### src/rtl/rssb_pkg.sv
// rssb_pkg: shared types and constants for the RSSB core (datapath + control).
//   DEF_DATA_W / DEF_ADDR_W : default word and address widths
//   word_t / addr_t         : default-width word and address types
//   io_addr(aw)             : all-ones address for an aw-bit address space
//   IO_ADDR                 : memory-mapped output address (used when RSSB_IO_EN is defined)
package rssb_pkg;

    localparam int DEF_DATA_W = 16;
    localparam int DEF_ADDR_W = 8;

    typedef logic [DEF_DATA_W-1:0] word_t;
    typedef logic [DEF_ADDR_W-1:0] addr_t;

    function automatic int unsigned io_addr(input int unsigned aw);
        return (32'd1 << aw) - 32'd1;
    endfunction

    localparam addr_t IO_ADDR = addr_t'(io_addr(DEF_ADDR_W));

endpackage

### src/rtl/rssb_mem.sv
// rssb_mem: unified RSSB word memory, 2**ADDR_W words, never reset.
//   clk                                  : write clock (rising edge)
//   i_prog_we/i_prog_addr/i_prog_wdata   : program-load write port (wins over datapath)
//   i_dp_we/i_dp_addr/i_dp_wdata         : datapath store port
//   i_rd_a_addr -> o_rd_a                : async read, operand-address field only
//   i_rd_b_addr -> o_rd_b                : async read, full data word
module rssb_mem
    import rssb_pkg::*;
#(
    parameter int DATA_W = DEF_DATA_W,
    parameter int ADDR_W = DEF_ADDR_W
) (
    input  logic              clk,
    input  logic              i_prog_we,
    input  logic [ADDR_W-1:0] i_prog_addr,
    input  logic [DATA_W-1:0] i_prog_wdata,
    input  logic              i_dp_we,
    input  logic [ADDR_W-1:0] i_dp_addr,
    input  logic [DATA_W-1:0] i_dp_wdata,
    input  logic [ADDR_W-1:0] i_rd_a_addr,
    output logic [ADDR_W-1:0] o_rd_a,
    input  logic [ADDR_W-1:0] i_rd_b_addr,
    output logic [DATA_W-1:0] o_rd_b
);

    localparam int DEPTH = 2**ADDR_W;

    logic [DATA_W-1:0] r_mem [DEPTH];

    logic              w_we;
    logic [ADDR_W-1:0] w_waddr;
    logic [DATA_W-1:0] w_wdata;

    // Loader owns the write port whenever it strobes; a colliding store is lost.
    always_comb begin
        w_we    = i_prog_we | i_dp_we;
        w_waddr = i_dp_addr;
        w_wdata = i_dp_wdata;
        if (i_prog_we) begin
            w_waddr = i_prog_addr;
            w_wdata = i_prog_wdata;
        end
    end

    always_ff @(posedge clk) begin
        if (w_we) r_mem[w_waddr] <= w_wdata;
    end

    // The instruction read only ever needs the address field of the word.
    assign o_rd_a = r_mem[i_rd_a_addr][ADDR_W-1:0];
    assign o_rd_b = r_mem[i_rd_b_addr];

endmodule

### src/rtl/rssb_datapath.sv
// rssb_datapath: PC / OP1 / ACC / neg registers plus word memory for the RSSB core.
//   clk, rst                      : clock, async active-high reset (memory survives reset)
//   write_op1                     : OP1 <= mem[PC] (address field)
//   write_acc                     : ACC <= mem[OP1] - ACC, neg <= sign of result
//   write_mem                     : mem[OP1] <= ACC
//   sel_pc, write_pc              : PC <= sel_pc ? PC+1 : PC when write_pc
//   neg                           : registered borrow flag
//   prog_we/prog_addr/prog_wdata  : program-load port, priority over write_mem
//   dbg_pc, dbg_acc               : register taps
// Optional (macro RSSB_IO_EN): io_out/io_valid, a store to the all-ones address
// also latches ACC into io_out and pulses io_valid for one cycle.
module rssb_datapath
    import rssb_pkg::*;
#(
    parameter int DATA_W = DEF_DATA_W,
    parameter int ADDR_W = DEF_ADDR_W
) (
    input  logic              clk,
    input  logic              rst,
    input  logic              write_op1,
    input  logic              write_acc,
    input  logic              write_mem,
    input  logic              sel_pc,
    input  logic              write_pc,
    output logic              neg,
    input  logic              prog_we,
    input  logic [ADDR_W-1:0] prog_addr,
    input  logic [DATA_W-1:0] prog_wdata,
    output logic [ADDR_W-1:0] dbg_pc,
    output logic [DATA_W-1:0] dbg_acc
`ifdef RSSB_IO_EN
    ,
    output logic [DATA_W-1:0] io_out,
    output logic              io_valid
`endif
);

    logic [ADDR_W-1:0] r_pc;
    logic [ADDR_W-1:0] r_op1;
    logic [DATA_W-1:0] r_acc;
    logic              r_neg;

    logic [ADDR_W-1:0] w_rd_a;
    logic [DATA_W-1:0] w_rd_b;
    logic [DATA_W-1:0] w_diff;

    rssb_mem #(.DATA_W(DATA_W), .ADDR_W(ADDR_W)) u_mem (
        .clk          (clk),
        .i_prog_we    (prog_we),
        .i_prog_addr  (prog_addr),
        .i_prog_wdata (prog_wdata),
        .i_dp_we      (write_mem),
        .i_dp_addr    (r_op1),
        .i_dp_wdata   (r_acc),
        .i_rd_a_addr  (r_pc),
        .o_rd_a       (w_rd_a),
        .i_rd_b_addr  (r_op1),
        .o_rd_b       (w_rd_b)
    );

    // Modulo-2**DATA_W subtract; the MSB doubles as the borrow/sign flag.
    assign w_diff = w_rd_b - r_acc;

    always_ff @(posedge clk or posedge rst) begin
        if (rst) begin
            r_pc  <= '0;
            r_op1 <= '0;
            r_acc <= '0;
            r_neg <= 1'b0;
        end else begin
            if (write_op1) r_op1 <= w_rd_a;
            if (write_acc) begin
                r_acc <= w_diff;
                r_neg <= w_diff[DATA_W-1];
            end
            if (write_pc && sel_pc) r_pc <= r_pc + 1'b1;
        end
    end

`ifdef RSSB_IO_EN
    localparam logic [ADDR_W-1:0] IO_A = ADDR_W'(io_addr(ADDR_W));

    logic [DATA_W-1:0] r_io_out;
    logic              r_io_valid;

    // The store still lands in memory; this only mirrors it onto the port.
    always_ff @(posedge clk or posedge rst) begin
        if (rst) begin
            r_io_out   <= '0;
            r_io_valid <= 1'b0;
        end else begin
            r_io_valid <= write_mem && (r_op1 == IO_A);
            if (write_mem && (r_op1 == IO_A)) r_io_out <= r_acc;
        end
    end

    assign io_out   = r_io_out;
    assign io_valid = r_io_valid;
`endif

    assign neg     = r_neg;
    assign dbg_pc  = r_pc;
    assign dbg_acc = r_acc;

endmodule
### config.mk
export PLATFORM = sky130hd
export DESIGN_NAME = rssb_datapath
export DESIGN_NICKNAME = d
export VERILOG_FILES = /design/src/rtl/rssb_pkg.sv /design/src/rtl/rssb_mem.sv /design/src/rtl/rssb_datapath.sv
export SDC_FILE = /design/constraint.sdc
export NUM_CORES = 2
export LEC_CHECK = 0
export ABC_CLOCK_PERIOD_IN_PS = 12000
export BUFFER_PORTS_ARGS = -buffer_cell sky130_fd_sc_hd__buf_4
export CAP_MARGIN = 25
export CORE_ASPECT_RATIO = 1.25
export CORE_MARGIN = 4
export CORE_UTILIZATION = 45
export CTS_BUF_LIST = sky130_fd_sc_hd__clkbuf_8
export DETAILED_ROUTE_END_ITERATION = 16
export PLACE_DENSITY = 0.62
export SLEW_MARGIN = 20
export SYNTH_ARGS = -nofsm -noshare
export SYNTH_HDL_FRONTEND = slang
export SYNTH_SLANG_ARGS = --single-unit
### constraint.sdc
create_clock -name clk -period 12 [get_ports clk]
set_input_delay 0 -clock clk [delete_from_list [all_inputs] [get_ports clk]]
set_output_delay 0 -clock clk [all_outputs]
set_load 0.1 [all_outputs]
==> metrics.md <==
| Metric | Value |
|---|---|
| GRT Total Usage | `26.5%` |
| Final setup violation count | `0` |
| First-pass iteration count of the detailed router | `8` |
| CP max FO | `43` |
| Sw frac | `37.3%` |
| Synth Flop Type | `edfxtp_1` |
| CTS Buf Count | `between 600 and 700` |
| Critical path's largest stage delay | `roughly 0.8 ns` |
| GR Util met1 | `approximately a third` |
| Nets | `just over 8000` |
| Synth warnings | `0` |
| Site row count | `255` |
| Cell Area, Synth | `approximately 180000 um^2` |
| Fin cells | `13900` |
| Initial antenna violation count | `51` |
| Largest net degree at the start of global routing | `around 260` |
| HP Class | `in2reg` |
| Via density | `around 6.6` |
| Vias | `91700` |
| Final min period | `roughly 7.3 ns` |
| Final WL | `roughly 530000 um` |
| Share of layout cells above drive strength 1 | `37.8%` |
| DRC | `0` |
| Total Power | `48.0 mW` |
| Synth-to-Final Area Change | `11.8%` |
| Slew @ Worst Pin | `around 1.3 ns` |
| Clock Path Buffers | `4` |
| CTS Root Cell | `clkbuf_8` |
| IO Pins | `57` |
| Critical path's most frequent cell | `mux4_2` |
| P_int | `30.1 mW` |
| # port buffers | `56` |
| FFs w/ async S/R, synth | `less than 1%` |
| Placer Congestion | `about 0.89` |
| Die width | `roughly 570 um` |
| Detailed placement HPWL | `slightly above 300000 um` |
| Power density cells | `245 nW/um^2` |
| Tcrit/Tclk final | `around three fifths` |
| Register area share after synthesis | `70.7%` |
| Die area | `399000 um^2` |
| Final Util | `between 50 and 60%` |
| Syn Area/Cell | `approximately 23 um^2` |
| Crit path capture type | `flop` |
| Wire per inst | `~38 um` |
| First-pass GRT wire length | `741000 um` |
| Status | `finished clean` |
| Clock power frac | `between 20% and 30%` |
| Crit path launch type | `flop` |
| Layout Skew | `between 0.1 and 0.15 ns` |
| Core Area | `between 300000 and 400000 um^2` |
| RSZ-0062 raised after global routing | `false` |
| Pins over their slew limit | `0` |
| Placed cells | `12700` |
| Initial Util | `a little under half` |
| Clock transition at path regs | `around 0.060 ns` |
| Syn Inst Count | `around 7700` |
| Share of total power in combinational logic | `41.3%` |
| Total Negative Setup Slacks | `0 ns` |
| GRT busiest layer | `met2` |
| Most area-hungry cell type in the Yosys netlist | `edfxtp_1` |
| Post-CTS Resized | `0` |
| Die Ht | `~710 um` |
| Synth top area cells | `edfxtp_1 70%, mux4_2 24%, mux2i_1 1.2%` |
| Crit path kind | `reg2reg` |
| CTS HTree Levels | `6` |
| Number of synthesized flops with an enable pin | `slightly above 4000` |
| Leading cell type in the layout, fill and taps excluded | `edfxtp_1` |
| CTS tree | `built` |
| Commonest non-fill, non-tap cells in the layout | `4096 x edfxtp_1, 1829 x mux4_2, 640 x clkbuf_8` |
| Required time of the critical path | `12.99 ns` |
| Critical path arrival | `8.34 ns` |
| Iter 0 DRT Violations | `12300` |
| Leak | `61.0 nW` |
| VDD IR max | `between 0.0003 and 0.0004 V` |
| Cell variety after synth | `between 60 and 70` |
| Vias in the first global route | `between 90000 and 100k` |
| Sw Pwr | `17.9 mW` |
| Post-Syn Nets | `around 7800` |
| Fin. Hold Viols | `0` |
| Remaining antenna violation count | `0` |
| Max cap viols | `0` |
| Worst slew margin | `10.1%` |
| Worst path slowest cell | `buf_4` |
| CP delay by family, top | `multiplexers` |
| Skew-Pair Late Insertion Delay | `1.16 ns` |
| Worst-path cell chain | `buf_12, buf_4, buf_4, mux4_2, mux4_2, mux4_2, mux4_2, ha_1, nor2b_1, o21ai_0, a21boi_0, o21ai_0, a211o_1, a31oi_1, a2111oi_0, a311o_1` |
| Global-route met3 utilization | `under 10%` |
| Met2 Usage GRT | `~43%` |
| Top-area cell type share of the netlist area | `between 70% and 80%` |
| Yosys reg bits | `a little over 4000` |
| Sequential share of power | `between 30% and 40%` |
| Fillers | `around 30000` |
| Fmax | `roughly 140 MHz` |
| Buf/Inv on CP | `3` |
| CTS sink cnt | `between 4000 and 5000` |
| Global route total overflow | `0` |
==> flip-flops by register name, summed over array words and instances (netlist names) <==
| signal | cells |
|---|---|
| u_mem.r_mem | 4096 |
| dbg_pc | 8 |
| dbg_acc | 16 |
| r_op1 | 8 |
==> worst min-delay path: stages <==
cell and delay [ns]:
buf_4 0.16, nand2b_1 0.15, o22ai_1 0.17, nand2_1 0.13, buf_4 0.34, nor2_2 0.08
==> cells in the mapped netlist (3+ instances only) <==
| library cell | number |
|---|---|
| or3_1 | 6 |
| buf_1 | 76 |
| clkbuf_1 | 289 |
| mux2_2 | 22 |
| nor2b_1 | 10 |
| a2111oi_0 | 6 |
| nand2_1 | 150 |
| inv_1 | 32 |
| inv_2 | 3 |
| a22o_1 | 3 |
| nand3_1 | 25 |
| o211ai_1 | 3 |
| buf_4 | 47 |
| o21ai_0 | 41 |
| buf_2 | 127 |
| ha_1 | 17 |
| a211oi_1 | 25 |
| o31ai_1 | 5 |
| o2111ai_1 | 3 |
| a21o_1 | 3 |
| nor3_1 | 31 |
| and3_1 | 5 |
| a311o_1 | 3 |
| a311oi_1 | 4 |
| a22oi_1 | 8 |
| and2_1 | 3 |
| nand4_1 | 3 |
| o311ai_0 | 3 |
| mux2i_1 | 215 |
| a21oi_1 | 54 |
| o21a_1 | 3 |
| nor2_1 | 300 |
| o32ai_1 | 4 |
| mux4_2 | 1829 |
| o22ai_1 | 62 |
| a221oi_1 | 13 |
| xnor2_1 | 14 |
| edfxtp_1 | 4096 |
| nand2b_1 | 8 |
| dfrtp_1 | 32 |
| a31oi_1 | 6 |
| o221ai_1 | 100 |
==> cell families (layout without fill, tap and decap cells) <==
kind of cell	after synthesis	after routing	share of synthesized area, %
adders and majority gates	18	18	0.133
buffers and inverters	577	1574	1.44
xor gates and xnor gates	15	15	0.0750
other	0	58	0
and+or+nand+nor	554	554	1.30
DFF	4128	4128	70.7
muxes	2066	2066	24.9
AOI/OAI and AO/OA	364	364	1.49
==> repair_timing <==
action | in CTS | in global routing
hold buffers | 50 | 0
endpoints found under the hold margin | 1901 | 0
buffers inserted | 0 | 0
==> metal layers <==
metal / up-vias / part of all wire (%) / wire, um
met5: - / 0.020 / 105
met4: 16 / 5.5 / 29500
met3: 1157 / 9.8 / 52400
met2: 5545 / 49 / 260000
met1: 49900 / 36 / 193000
li1: 35100 / - / -
==> power groups by stage <==
| stage | clock network [mW] | logic [mW] | registers [mW] |
|---|---|---|---|
| floorplan | 0 | 12.1 | 18.3 |
| global placement | 0 | 19.4 | 17.7 |
| detailed placement | 0 | 19.5 | 17.7 |
| CTS | 11.0 | 19.6 | 17.4 |
| global route | 11.7 | 20.4 | 17.3 |
| finish | 10.8 | 19.8 | 17.3 |
==> layout make-up <==
| class | count | area, um^2 | share of cell area, % |
|---|---|---|---|
| inverter | 36 | 148 | 0.0754 |
| sequential | 4128 | 124000 | 63.2 |
| antenna | 58 | 145 | 0.0741 |
| timing repair buffer | 420 | 3750 | 1.92 |
| clock inverter | 478 | 2490 | 1.27 |
| clock buffer | 640 | 8810 | 4.50 |
| multi-input combinational | 3017 | 50300 | 25.7 |
| tap | 5140 | 6430 | 3.28 |
==> worst paths after layout <==
| check | start | endpoint | slack, ns | cells after the start |
|---|---|---|---|---|
| setup / recovery | r_op1[0] | dbg_acc[14] | 4.65 | 16 |
| hold / removal | prog_addr[6] | u_mem.r_mem[139][15] | 0.13 | 6 |
| setup reg to reg | r_op1[0] | dbg_acc[14] | 4.65 | 16 |
| hold reg to reg | dbg_acc[12] | dbg_acc[12] | 0.60 | 2 |
| max in group asynchronous | rst | dbg_pc[0] | 10.78 | 4 |
| min in group asynchronous | rst | r_op1[3] | 0.44 | 4 |
==> through the flow <==
stage	hold WS (ns)	area [um^2]	worst slack, ns
floorplan	0.116	175000	-1.24
global route	0.0965	196000	4.25
finish	0.130	196000	4.65
CTS	0.0144	196000	4.47
global placement	0.307	184000	4.39
detailed placement	0.311	184000	4.50
Power figures use the tool's default switching activity.
